<file path="src/rtl/legv8_pkg.sv">
// Shared encodings for the LEGv8 multi-cycle control slice: opcodes, mux selects,
// FSM states, instruction classes and the per-state control-word decode.
package legv8_pkg;

  localparam logic [10:0] OP_ADD  = 11'd1112;
  localparam logic [10:0] OP_SUB  = 11'd1624;
  localparam logic [10:0] OP_AND  = 11'd1104;
  localparam logic [10:0] OP_ORR  = 11'd1360;
  localparam logic [10:0] OP_LDUR = 11'd1986;
  localparam logic [10:0] OP_STUR = 11'd1984;
  localparam logic [9:0]  OP_ADDI = 10'd580;
  localparam logic [9:0]  OP_SUBI = 10'd836;
  localparam logic [7:0]  OP_CBZ  = 8'd180;
  localparam logic [7:0]  OP_CBNZ = 8'd181;
  localparam logic [5:0]  OP_B    = 6'd5;

  localparam logic [1:0] ALUOP_ADD   = 2'b00;
  localparam logic [1:0] ALUOP_PASSB = 2'b01;
  localparam logic [1:0] ALUOP_FUNCT = 2'b10;

  localparam logic [1:0] SRCB_REG  = 2'b00;
  localparam logic [1:0] SRCB_FOUR = 2'b01;
  localparam logic [1:0] SRCB_IMM  = 2'b10;
  localparam logic [1:0] SRCB_BR   = 2'b11;

  localparam logic [1:0] PCSRC_ALU    = 2'b00;
  localparam logic [1:0] PCSRC_ALUOUT = 2'b01;
  localparam logic [1:0] PCSRC_BR     = 2'b10;

  typedef enum logic [3:0] {
    S_IDLE, S_FETCH, S_DECODE, S_EXEC_R, S_EXEC_I, S_WB_R, S_MEM_ADDR,
    S_MEM_RD, S_WB_MEM, S_MEM_WR, S_BRANCH, S_JUMP, S_FAULT
  } state_t;

  typedef enum logic [2:0] {
    CLS_ILLEGAL, CLS_R, CLS_I, CLS_LDUR, CLS_STUR, CLS_CBZ, CLS_CBNZ, CLS_B
  } instr_class_t;

  typedef struct packed {
    logic       ir_write;
    logic       i_or_d;
    logic       mem_read;
    logic       mem_write;
    logic       reg2loc;
    logic       alu_src_a;
    logic [1:0] alu_src_b;
    logic [1:0] alu_op;
    logic       pc_write;
    logic       pc_write_cond;
    logic       branch_nz;
    logic [1:0] pc_src;
    logic       mem2reg;
    logic       reg_write;
  } ctrl_t;

  // State-only part of the control word; FETCH pc_write and DECODE reg2loc are added in the top.
  function automatic ctrl_t ctrl_for(state_t s, logic nz);
    ctrl_t c;
    c = '0;
    case (s)
      S_FETCH: begin
        c.mem_read  = 1'b1;
        c.ir_write  = 1'b1;
        c.alu_src_b = SRCB_FOUR;
        c.alu_op    = ALUOP_ADD;
        c.pc_src    = PCSRC_ALU;
      end
      S_DECODE: c.alu_src_b = SRCB_BR;
      S_EXEC_R: begin
        c.alu_src_a = 1'b1;
        c.alu_src_b = SRCB_REG;
        c.alu_op    = ALUOP_FUNCT;
      end
      S_EXEC_I: begin
        c.alu_src_a = 1'b1;
        c.alu_src_b = SRCB_IMM;
        c.alu_op    = ALUOP_FUNCT;
      end
      S_WB_R: c.reg_write = 1'b1;
      S_MEM_ADDR: begin
        c.alu_src_a = 1'b1;
        c.alu_src_b = SRCB_IMM;
        c.alu_op    = ALUOP_ADD;
      end
      S_MEM_RD: begin
        c.mem_read = 1'b1;
        c.i_or_d   = 1'b1;
      end
      S_WB_MEM: begin
        c.reg_write = 1'b1;
        c.mem2reg   = 1'b1;
      end
      S_MEM_WR: begin
        c.mem_write = 1'b1;
        c.i_or_d    = 1'b1;
        c.reg2loc   = 1'b1;
      end
      S_BRANCH: begin
        c.alu_src_a     = 1'b1;
        c.alu_src_b     = SRCB_REG;
        c.alu_op        = ALUOP_PASSB;
        c.reg2loc       = 1'b1;
        c.pc_write_cond = 1'b1;
        c.pc_src        = PCSRC_ALUOUT;
        c.branch_nz     = nz;
      end
      S_JUMP: begin
        c.pc_write = 1'b1;
        c.pc_src   = PCSRC_BR;
      end
      default: c = '0;
    endcase
    return c;
  endfunction

endpackage

</file>
<file path="src/rtl/legv8_multicycle_control_if.sv">
// Control-unit bundle: IR/memory handshake inputs and datapath control outputs.
interface legv8_multicycle_control_if #(
  parameter int unsigned INSTR_W  = 32,
  parameter int unsigned ALU_OP_W = 2
);
  logic                run;
  logic [INSTR_W-1:0]  instruction;
  logic                mem_ready;
  logic                alu_zero;
  logic                ir_write;
  logic                i_or_d;
  logic                mem_read;
  logic                mem_write;
  logic                reg2loc;
  logic                alu_src_a;
  logic [1:0]          alu_src_b;
  logic [ALU_OP_W-1:0] alu_op;
  logic                pc_write;
  logic                pc_write_cond;
  logic                branch_nz;
  logic [1:0]          pc_src;
  logic                mem2reg;
  logic                reg_write;
  logic                illegal;
  logic                fault;
  logic [3:0]          state_o;

  modport master (
    input  run, instruction, mem_ready, alu_zero,
    output ir_write, i_or_d, mem_read, mem_write, reg2loc, alu_src_a, alu_src_b,
           alu_op, pc_write, pc_write_cond, branch_nz, pc_src, mem2reg, reg_write,
           illegal, fault, state_o
  );

  modport slave (
    output run, instruction, mem_ready, alu_zero,
    input  ir_write, i_or_d, mem_read, mem_write, reg2loc, alu_src_a, alu_src_b,
           alu_op, pc_write, pc_write_cond, branch_nz, pc_src, mem2reg, reg_write,
           illegal, fault, state_o
  );
endinterface

</file>
<file path="src/rtl/legv8_opcode_decoder.sv">
// Combinational opcode classifier: top 11 instruction bits -> instruction class.
module legv8_opcode_decoder
  import legv8_pkg::*;
#(
  parameter bit IMM_EN = 1'b1
) (
  input  logic [10:0]  opcode,
  output instr_class_t cls,
  output logic         illegal,
  output logic         uses_rt
);

  logic [9:0] op10;
  logic [7:0] op8;
  logic [5:0] op6;

  assign op10 = opcode[10:1];
  assign op8  = opcode[10:3];
  assign op6  = opcode[10:5];

  // Shorter opcode fields are checked first so branches win over any 11-bit alias.
  always_comb begin
    cls = CLS_ILLEGAL;
    if (op8 == OP_CBZ)                                      cls = CLS_CBZ;
    else if (op8 == OP_CBNZ)                                cls = CLS_CBNZ;
    else if (op6 == OP_B)                                   cls = CLS_B;
    else if (opcode inside {OP_ADD, OP_SUB, OP_AND, OP_ORR}) cls = CLS_R;
    else if (opcode == OP_LDUR)                             cls = CLS_LDUR;
    else if (opcode == OP_STUR)                             cls = CLS_STUR;
    else if (IMM_EN && (op10 == OP_ADDI || op10 == OP_SUBI)) cls = CLS_I;
  end

  assign illegal = (cls == CLS_ILLEGAL);
  assign uses_rt = (cls inside {CLS_STUR, CLS_CBZ, CLS_CBNZ});

endmodule

</file>
<file path="src/rtl/legv8_multicycle_control.sv">
// Multi-cycle LEGv8 control FSM with memory-wait timeout; outputs registered from next state.
module legv8_multicycle_control
  import legv8_pkg::*;
#(
  parameter int unsigned INSTR_W     = 32,
  parameter int unsigned ALU_OP_W    = 2,
  parameter bit          IMM_EN      = 1'b1,
  parameter int unsigned MEM_TIMEOUT = 15
) (
  input logic                      clk,
  input logic                      rst_n,
  legv8_multicycle_control_if.master bus
);

  localparam int unsigned CNT_W = (MEM_TIMEOUT == 0) ? 1 : $clog2(MEM_TIMEOUT + 1);

  state_t          state, nxt;
  instr_class_t    dec_cls, cls_q;
  logic            dec_illegal, dec_uses_rt;
  logic [CNT_W-1:0] cnt;
  logic            illegal_q, fault_q;
  ctrl_t           ctrl_q;
  logic            waiting, timed_out;
  logic            unused_bits;

  legv8_opcode_decoder #(.IMM_EN(IMM_EN)) u_dec (
    .opcode  (bus.instruction[INSTR_W-1 -: 11]),
    .cls     (dec_cls),
    .illegal (dec_illegal),
    .uses_rt (dec_uses_rt)
  );

  // Operand fields and alu_zero belong to the datapath; the control unit only sees opcodes.
  assign unused_bits = ^{bus.instruction[INSTR_W-12:0], bus.alu_zero};

  assign waiting   = (state inside {S_FETCH, S_MEM_RD, S_MEM_WR});
  assign timed_out = (MEM_TIMEOUT != 0) && (32'(cnt) + 32'd1 == MEM_TIMEOUT);

  always_comb begin
    nxt = state;
    case (state)
      S_IDLE:   if (bus.run) nxt = S_FETCH;
      S_FETCH: begin
        if (bus.mem_ready)  nxt = S_DECODE;
        else if (timed_out) nxt = S_FAULT;
      end
      S_DECODE: begin
        case (dec_cls)
          CLS_CBZ, CLS_CBNZ:  nxt = S_BRANCH;
          CLS_B:              nxt = S_JUMP;
          CLS_R:              nxt = S_EXEC_R;
          CLS_LDUR, CLS_STUR: nxt = S_MEM_ADDR;
          CLS_I:              nxt = S_EXEC_I;
          default:            nxt = S_FETCH;
        endcase
      end
      S_EXEC_R, S_EXEC_I:                   nxt = S_WB_R;
      S_WB_R, S_WB_MEM, S_BRANCH, S_JUMP:   nxt = S_FETCH;
      S_MEM_ADDR: nxt = (cls_q == CLS_STUR) ? S_MEM_WR : S_MEM_RD;
      S_MEM_RD: begin
        if (bus.mem_ready)  nxt = S_WB_MEM;
        else if (timed_out) nxt = S_FAULT;
      end
      S_MEM_WR: begin
        if (bus.mem_ready)  nxt = S_FETCH;
        else if (timed_out) nxt = S_FAULT;
      end
      S_FAULT:  nxt = S_FAULT;
      default:  nxt = S_IDLE;
    endcase
  end

  always_ff @(posedge clk or negedge rst_n) begin
    if (!rst_n) begin
      state     <= S_IDLE;
      cls_q     <= CLS_ILLEGAL;
      cnt       <= '0;
      illegal_q <= 1'b0;
      fault_q   <= 1'b0;
      ctrl_q    <= '0;
    end else begin
      state  <= nxt;
      ctrl_q <= ctrl_for(nxt, dec_cls == CLS_CBNZ);
      if (state == S_DECODE) begin
        cls_q <= dec_cls;
        if (dec_illegal) illegal_q <= 1'b1;
      end
      if (nxt == S_FAULT) fault_q <= 1'b1;
      if ((nxt != state) && (nxt inside {S_FETCH, S_MEM_RD, S_MEM_WR}))
        cnt <= '0;
      else if (waiting && !bus.mem_ready && (cnt != '1))
        cnt <= cnt + 1'b1;
    end
  end

  // IR is loaded on the FETCH->DECODE edge, so DECODE reg2loc must come straight from the opcode.
  assign bus.ir_write      = ctrl_q.ir_write;
  assign bus.i_or_d        = ctrl_q.i_or_d;
  assign bus.mem_read      = ctrl_q.mem_read;
  assign bus.mem_write     = ctrl_q.mem_write;
  assign bus.reg2loc       = ctrl_q.reg2loc | ((state == S_DECODE) && dec_uses_rt);
  assign bus.alu_src_a     = ctrl_q.alu_src_a;
  assign bus.alu_src_b     = ctrl_q.alu_src_b;
  assign bus.alu_op        = ALU_OP_W'(ctrl_q.alu_op);
  assign bus.pc_write      = ctrl_q.pc_write | ((state == S_FETCH) && bus.mem_ready);
  assign bus.pc_write_cond = ctrl_q.pc_write_cond;
  assign bus.branch_nz     = ctrl_q.branch_nz;
  assign bus.pc_src        = ctrl_q.pc_src;
  assign bus.mem2reg       = ctrl_q.mem2reg;
  assign bus.reg_write     = ctrl_q.reg_write;
  assign bus.illegal       = illegal_q;
  assign bus.fault         = fault_q;
  assign bus.state_o       = state;

endmodule

</file>
<file path="src/flat_wrapper.sv">
// flat-port wrapper written by rule: the top's interface ports become plain ports
module legv8_multicycle_control_flat import legv8_pkg::*;
#(
  parameter int unsigned INSTR_W     = 32,
  parameter int unsigned ALU_OP_W    = 2,
  parameter bit          IMM_EN      = 1'b1,
  parameter int unsigned MEM_TIMEOUT = 15
)
  (clk, rst_n, bus_run, bus_instruction, bus_mem_ready, bus_alu_zero, bus_ir_write, bus_i_or_d, bus_mem_read, bus_mem_write, bus_reg2loc, bus_alu_src_a, bus_alu_src_b, bus_alu_op, bus_pc_write, bus_pc_write_cond, bus_branch_nz, bus_pc_src, bus_mem2reg, bus_reg_write, bus_illegal, bus_fault, bus_state_o);
  legv8_multicycle_control_if #(.INSTR_W(INSTR_W), .ALU_OP_W(ALU_OP_W)) bus_i ();
  input logic clk;
  input logic rst_n;
  input wire logic [$bits(bus_i.run)-1:0] bus_run;
  input wire logic [$bits(bus_i.instruction)-1:0] bus_instruction;
  input wire logic [$bits(bus_i.mem_ready)-1:0] bus_mem_ready;
  input wire logic [$bits(bus_i.alu_zero)-1:0] bus_alu_zero;
  output wire logic [$bits(bus_i.ir_write)-1:0] bus_ir_write;
  output wire logic [$bits(bus_i.i_or_d)-1:0] bus_i_or_d;
  output wire logic [$bits(bus_i.mem_read)-1:0] bus_mem_read;
  output wire logic [$bits(bus_i.mem_write)-1:0] bus_mem_write;
  output wire logic [$bits(bus_i.reg2loc)-1:0] bus_reg2loc;
  output wire logic [$bits(bus_i.alu_src_a)-1:0] bus_alu_src_a;
  output wire logic [$bits(bus_i.alu_src_b)-1:0] bus_alu_src_b;
  output wire logic [$bits(bus_i.alu_op)-1:0] bus_alu_op;
  output wire logic [$bits(bus_i.pc_write)-1:0] bus_pc_write;
  output wire logic [$bits(bus_i.pc_write_cond)-1:0] bus_pc_write_cond;
  output wire logic [$bits(bus_i.branch_nz)-1:0] bus_branch_nz;
  output wire logic [$bits(bus_i.pc_src)-1:0] bus_pc_src;
  output wire logic [$bits(bus_i.mem2reg)-1:0] bus_mem2reg;
  output wire logic [$bits(bus_i.reg_write)-1:0] bus_reg_write;
  output wire logic [$bits(bus_i.illegal)-1:0] bus_illegal;
  output wire logic [$bits(bus_i.fault)-1:0] bus_fault;
  output wire logic [$bits(bus_i.state_o)-1:0] bus_state_o;
  assign bus_i.run = bus_run;
  assign bus_i.instruction = bus_instruction;
  assign bus_i.mem_ready = bus_mem_ready;
  assign bus_i.alu_zero = bus_alu_zero;
  assign bus_ir_write = bus_i.ir_write;
  assign bus_i_or_d = bus_i.i_or_d;
  assign bus_mem_read = bus_i.mem_read;
  assign bus_mem_write = bus_i.mem_write;
  assign bus_reg2loc = bus_i.reg2loc;
  assign bus_alu_src_a = bus_i.alu_src_a;
  assign bus_alu_src_b = bus_i.alu_src_b;
  assign bus_alu_op = bus_i.alu_op;
  assign bus_pc_write = bus_i.pc_write;
  assign bus_pc_write_cond = bus_i.pc_write_cond;
  assign bus_branch_nz = bus_i.branch_nz;
  assign bus_pc_src = bus_i.pc_src;
  assign bus_mem2reg = bus_i.mem2reg;
  assign bus_reg_write = bus_i.reg_write;
  assign bus_illegal = bus_i.illegal;
  assign bus_fault = bus_i.fault;
  assign bus_state_o = bus_i.state_o;
  legv8_multicycle_control #(.INSTR_W(INSTR_W), .ALU_OP_W(ALU_OP_W), .IMM_EN(IMM_EN), .MEM_TIMEOUT(MEM_TIMEOUT)) u_core (.clk(clk), .rst_n(rst_n), .bus(bus_i));
endmodule
</file>
<file path="config.mk">
export PLATFORM = sky130hd
export DESIGN_NAME = legv8_multicycle_control_flat
export DESIGN_NICKNAME = d
export VERILOG_FILES = /design/src/rtl/legv8_pkg.sv /design/src/rtl/legv8_multicycle_control_if.sv /design/src/rtl/legv8_opcode_decoder.sv /design/src/rtl/legv8_multicycle_control.sv /design/src/flat_wrapper.sv
export SDC_FILE = /design/constraint.sdc
export NUM_CORES = 1
export LEC_CHECK = 0
export BUFFER_PORTS_ARGS = -buffer_cell sky130_fd_sc_hd__buf_2
export CAP_MARGIN = 10
export CORE_MARGIN = 4
export CORE_UTILIZATION = 50
export CTS_BUF_LIST = sky130_fd_sc_hd__clkbuf_8
export CTS_CLUSTER_SIZE = 30
export DETAILED_ROUTE_END_ITERATION = 6
export PLACE_DENSITY = 0.8
export SYNTH_ARGS = -nofsm -noshare
export SYNTH_HDL_FRONTEND = slang
export SYNTH_SLANG_ARGS = --single-unit
</file>
<file path="constraint.sdc">
create_clock -name clk -period 6.7 [get_ports clk]
set_input_delay 1.005 -clock clk [delete_from_list [all_inputs] [get_ports clk]]
set_output_delay 1.005 -clock clk [all_outputs]
set_load 0.05 [all_outputs]
</file>
* After elaboration in Yosys (flattened, before gate mapping)
Cells that the tools add are included.
Operators by class: $add $sub $neg 2, eq/ne operators 46, multiplexer cells 30, bitwise operators 2, reductions and logical operators 26
Operator list (number):
- 11-bit == test, second input constant | 6
- 4-bit == test, second input constant | 10
- 4-bit case mux with 9 select lines | 1
- 32-bit by 4-bit == test with 1-bit output, second input constant | 1
- 4-bit by 3-bit == test with 1-bit output, second input constant | 8
- 4-bit 2-to-1 mux | 8
- 10-bit == test, second input constant | 2
- 4-bit case mux with 5 select lines | 1
- 3-bit 2-to-1 mux | 6
- 2-bit OR reduction | 9
- 4-bit by 2-bit == test with 1-bit output, second input constant | 4
- 8-bit == test, second input constant | 2
- 3-bit == test, second input constant | 5
- 1-bit 2-to-1 mux | 9
- 3-bit nonzero test | 3
- 4-bit by 1-bit == test with 1-bit output, second input constant | 2
- 2-bit case mux with 2 select lines | 2
- 4-bit OR reduction | 2
- 3-bit by 2-bit == test with 1-bit output, second input constant | 2
- 6-bit by 3-bit == test with 1-bit output, second input constant | 1
- 2-bit case mux with 3 select lines | 1
- 4-bit by 1-bit adder with 5-bit output, second input constant | 1
- 1-bit logical AND | 5
- 4-bit by 1-bit adder with 4-bit output, second input constant | 1
- 12 further kinds | 14
Storage, ports and cells: bits in registers 30, input port bits 37, output and inout port bits 23, word-level logic and storage cells 125

* Depth between registers and ports, before layout
word-level depth 17, mapped depth 9, gate-level depth less buffers 9

* Cells and area by module
From an unflattened synthesis, not the netlist that was laid out.
Unflattened totals: cell total of the unflattened synthesis 197, area total of the unflattened synthesis 1846.8 µm²
By module, submodules not included:
- legv8_multicycle_control | times used 1, cells an instance 173, area an instance 1666.6 µm², seq. area each 725.7 µm²
- legv8_opcode_decoder | times used 1, cells an instance 24, area an instance 180.2 µm², seq. area each 0.0 µm²

* Worst setup path before layout
OpenSTA, ideal clock, no wires.
path type input-to-output, start point in bus_instruction[27], end point out bus_reg2loc, arrival 2.080 ns, data required time 5.695 ns, slack 3.615 ns, cell stages on the path 4, buffers on the path 0, cell sequence and4bb_2 -> nand2_1 -> a21oi_1 -> a31o_2
Between the ends: longest elaborated chain between the ends 13, elaborated cells on any way between the ends 26, those cells by class eq/ne: 14; mux: 7; bitwise: 1; reduce/logical: 4
RTL lines:
- start, declared | line flat_wrapper.sv:14 | input wire logic [$bits(bus_i.instruction)-1:0] bus_instruction;
- 10-bit == test | line legv8_opcode_decoder.sv:30 | else if (IMM_EN && (op10 == OP_ADDI || op10 == OP_SUBI)) cls = CLS_I;
- 1-bit logical OR | line legv8_opcode_decoder.sv:30
- 2-bit 2-to-1 mux | line legv8_opcode_decoder.sv:30
- 3-bit 2-to-1 mux | line legv8_opcode_decoder.sv:29 | else if (opcode == OP_STUR) cls = CLS_STUR;
- 3-bit 2-to-1 mux | line legv8_opcode_decoder.sv:28 | else if (opcode == OP_LDUR) cls = CLS_LDUR;
- 3-bit 2-to-1 mux | line legv8_opcode_decoder.sv:27 | else if (opcode inside {OP_ADD, OP_SUB, OP_AND, OP_ORR}) cls = CLS_R;
- 3-bit 2-to-1 mux | line legv8_opcode_decoder.sv:26 | else if (op6 == OP_B) cls = CLS_B;
- 3-bit 2-to-1 mux | line legv8_opcode_decoder.sv:25 | else if (op8 == OP_CBNZ) cls = CLS_CBNZ;
- 3-bit 2-to-1 mux * | line legv8_opcode_decoder.sv:24 | if (op8 == OP_CBZ) cls = CLS_CBZ;
- 3-bit == test | line legv8_opcode_decoder.sv:34 | assign uses_rt = (cls inside {CLS_STUR, CLS_CBZ, CLS_CBNZ});
- 3-bit nonzero test * | line legv8_opcode_decoder.sv:34
- 1-bit logical AND * | line legv8_multicycle_control.sv:101 | assign bus.reg2loc = ctrl_q.reg2loc | ((state == S_DECODE) && dec_uses_rt);
- 1-bit OR * | line legv8_multicycle_control.sv:101
- end, declared | line flat_wrapper.sv:21 | output wire logic [$bits(bus_i.reg2loc)-1:0] bus_reg2loc;
Every way passes the cells marked *; elsewhere a longest branch is shown, timed or not.

* Worst setup path after layout
Same ends and word-level chain as after synthesis.

==> metrics <==
status=completed; Initial Util=51.4%; CTS-repair resized insts=0; Max IR drop VDD=0.206 mV; GP Congestion=0.956; CTS Buf Count=3; final setup fails=0; max-slew violation count=0; Antenna Cells=0; switching share of power=46.6%; clock root cell=clkbuf_8; Die W=66.6 um; CTS tree=built; Vias/cell=5.77; LEAKAGE=0.961 nW; Pre-antenna DRT Iters=4; Die Y=66.6 um; first-pass GRT wire length=6300 um; Hold Vio Cnt, Final=0; synthesis warning total=0; number of post-CTS setup repair buffers=0; Mapped Nets=224; Worst Setup Start Kind=input pin; drt drc=0; Final #Nets=255; vias in the first global route=1347; # fillers=318; H-tree lvl count=1; number of synthesized flops with an enable pin=0; cts hold-fix bufs=0; Req. time, crit path=5.69 ns; post-placement setup slack=3.25 ns; antenna viol nets, final=0; CP endpoint kind=output pin; commonest cells after routing, fill and taps aside=buf_2, dfrtp_1, nand2_1; most common cell after layout, fill and taps aside=buf_2; GRT Residual Overflow=0; WP data arrival=2.47 ns; Yosys cell types=56; largest net degree at the start of global routing=29; register area share after synthesis=40.8%; CP Max Fanout=6; IO Port Bufs=37; Post-DP HPWL=2740 um; fin crit share=51.8%; Detailed Route Iter0 Violations=122; final setup margin=3.23 ns; Clk pwr share=16.5%; final wirelength=3700 um; Area contributors post-synth=dfrtp_1, nand2_1, nor2_1, a21oi_1, buf_4; row cnt=21; post-route minimum period=3.47 ns; Slew @ Worst Pin=0.606 ns; initial antenna violation count=0; total track usage=18.2%; Clock Tree Buf Depth=2; synthesized area=1720 um^2; Net Sw Power=0.371 mW; Layout area overhead=14.4%; most used flip-flop cell after synthesis=dfrtp_1; core area=3340 um^2; internal power=0.425 mW; top cell type's share of synthesized area=40.8%; clock latency on the worst-skew pair=0.27 ns; RSZ-0062 raised after global routing=no; Hold WC Path Type=reg -> reg; Setup CP Type=in -> out; synthesized flop and latch total=28; Top Ports=60; asr flop ratio synth=100%; syn_area_per_cell=9.27 um^2; Logic pwr share=51.5%; Setup TNS=0 ns; Sink Count=28; ratio of cells with drive above 1 in the final layout=27.4%; Fin Clk Skew=0.00300 ns; die area=4430 um^2; slew margin rel.=59.6%; Fmax=288 MHz; clk slew on worst S/H paths=0.09 ns; P per Cell Area=406 nW/um^2; Max-Cap Viols=0; DR WL/cell=14.2 um; Mapped Cells=185; post-synth top area cell=dfrtp_1; via count=1507; sequential share of power=32.1%
registers in the layout, summed over array words and instances, names as in the netlist, 2 cells and up:
signal                flops
u_core.bus.state_o        4
u_core.cnt                4
u_core.cls_q              3
u_core.bus.alu_op         2
u_core.bus.alu_src_b      2
power by group through the flow:
stage               Sequential, mW  Clock, mW  Combinational (mW)
floorplan                    0.308          0               0.278
global placement             0.258          0               0.399
detailed placement           0.258          0               0.401
CTS                          0.255      0.134               0.409
global route                 0.263      0.141               0.445
finish                       0.256      0.131               0.410
path summary, 6_finish.rpt:
kind,from,to,slack (ns),cells past startpoint
max reg2reg,u_core.cnt[0]$_DFFE_PN0P_,u_core.bus.branch_nz$_DFF_PN0_,4.01,8
max in group asynchronous,rst_n,u_core.bus.state_o[2]$_DFF_PN0_,5.57,1
max,bus_instruction[27],bus_reg2loc,3.23,6
min,u_core.bus.illegal$_DFFE_PN0P_,u_core.bus.illegal$_DFFE_PN0P_,0.47,2
min in group asynchronous,rst_n,u_core.bus.mem_read$_DFF_PN0_,0.73,1
min reg2reg,u_core.bus.illegal$_DFFE_PN0P_,u_core.bus.illegal$_DFFE_PN0P_,0.47,2
cells in the mapped netlist (2+ instances only):
library cell,instances
dfrtp_1,28
nand2_1,17
nor2_1,14
inv_1,12
a21oi_1,9
nand3_1,7
buf_4,6
nand4_1,5
o21ai_0,5
nand2b_1,4
nand3b_1,4
nor2b_1,4
nor3_1,4
or3_1,4
a31oi_1,3
and4bb_2,3
or2_2,3
xnor2_1,3
a211oi_1,2
a21o_1,2
a21oi_2,2
and4b_1,2
buf_2,2
clkbuf_1,2
ha_1,2
mux2_2,2
mux2i_1,2
nor3_2,2
o2111ai_1,2
o31ai_1,2
per-layer routing:
metal / part of all wire [%] / GRT usage (%) / vias up
li1: - / - / 731
met1: 45 / 24.7 / 733
met2: 50 / 30.1 / 39
met3: 4.6 / 2.70 / 4
met4: 0.87 / 4.82 / 0
met5: 0 / 0 / -
worst max-delay path: stages:
cell	delay (ns)
buf_2	0.11
and4bb_2	0.36
nand2_1	0.12
a21oi_1	0.40
a31o_2	0.21
buf_2	0.25
metrics by stage:
step	power, mW	utilization [%]	instances	hold slack, ns	area, um^2
2_1_floorplan	0.586	-	185	0.472	1720
3_3_place_gp	0.657	56.7	257	0.444	1890
3_5_place_dp	0.659	56.7	257	0.457	1890
4_1_cts	0.797	58.8	261	0.479	1960
5_1_grt	0.848	58.8	261	0.483	1960
6_report	0.796	58.8	261	0.470	1960
logic make-up (layout without fill, tap and decap cells):
logic type	after synthesis	count (layout)	synth area share [%]
multiplexers	4	4	2.48
XOR/XNOR	3	3	1.53
buffers and inverters	23	53	6.49
adder cells (fa/ha/maj)	2	2	1.46
flip-flops	28	28	40.8
AO/OA/AOI/OAI	41	41	17.8
AND/OR/NAND/NOR	84	84	29.4
area by class of cell:
| class | count | area (um^2) | share of cell area [%] |
|---|---|---|---|
| Clock inverter | 1 | 30.0 | 1.53 |
| Tap cell | 46 | 57.6 | 2.93 |
| Clock buffer | 3 | 41.3 | 2.10 |
| Sequential cell | 28 | 701 | 35.7 |
| Timing Repair Buffer | 37 | 185 | 9.43 |
| Multi-Input combinational cell | 134 | 903 | 46.0 |
| Inverter | 12 | 45.0 | 2.29 |
Power figures use the tool's default switching activity.
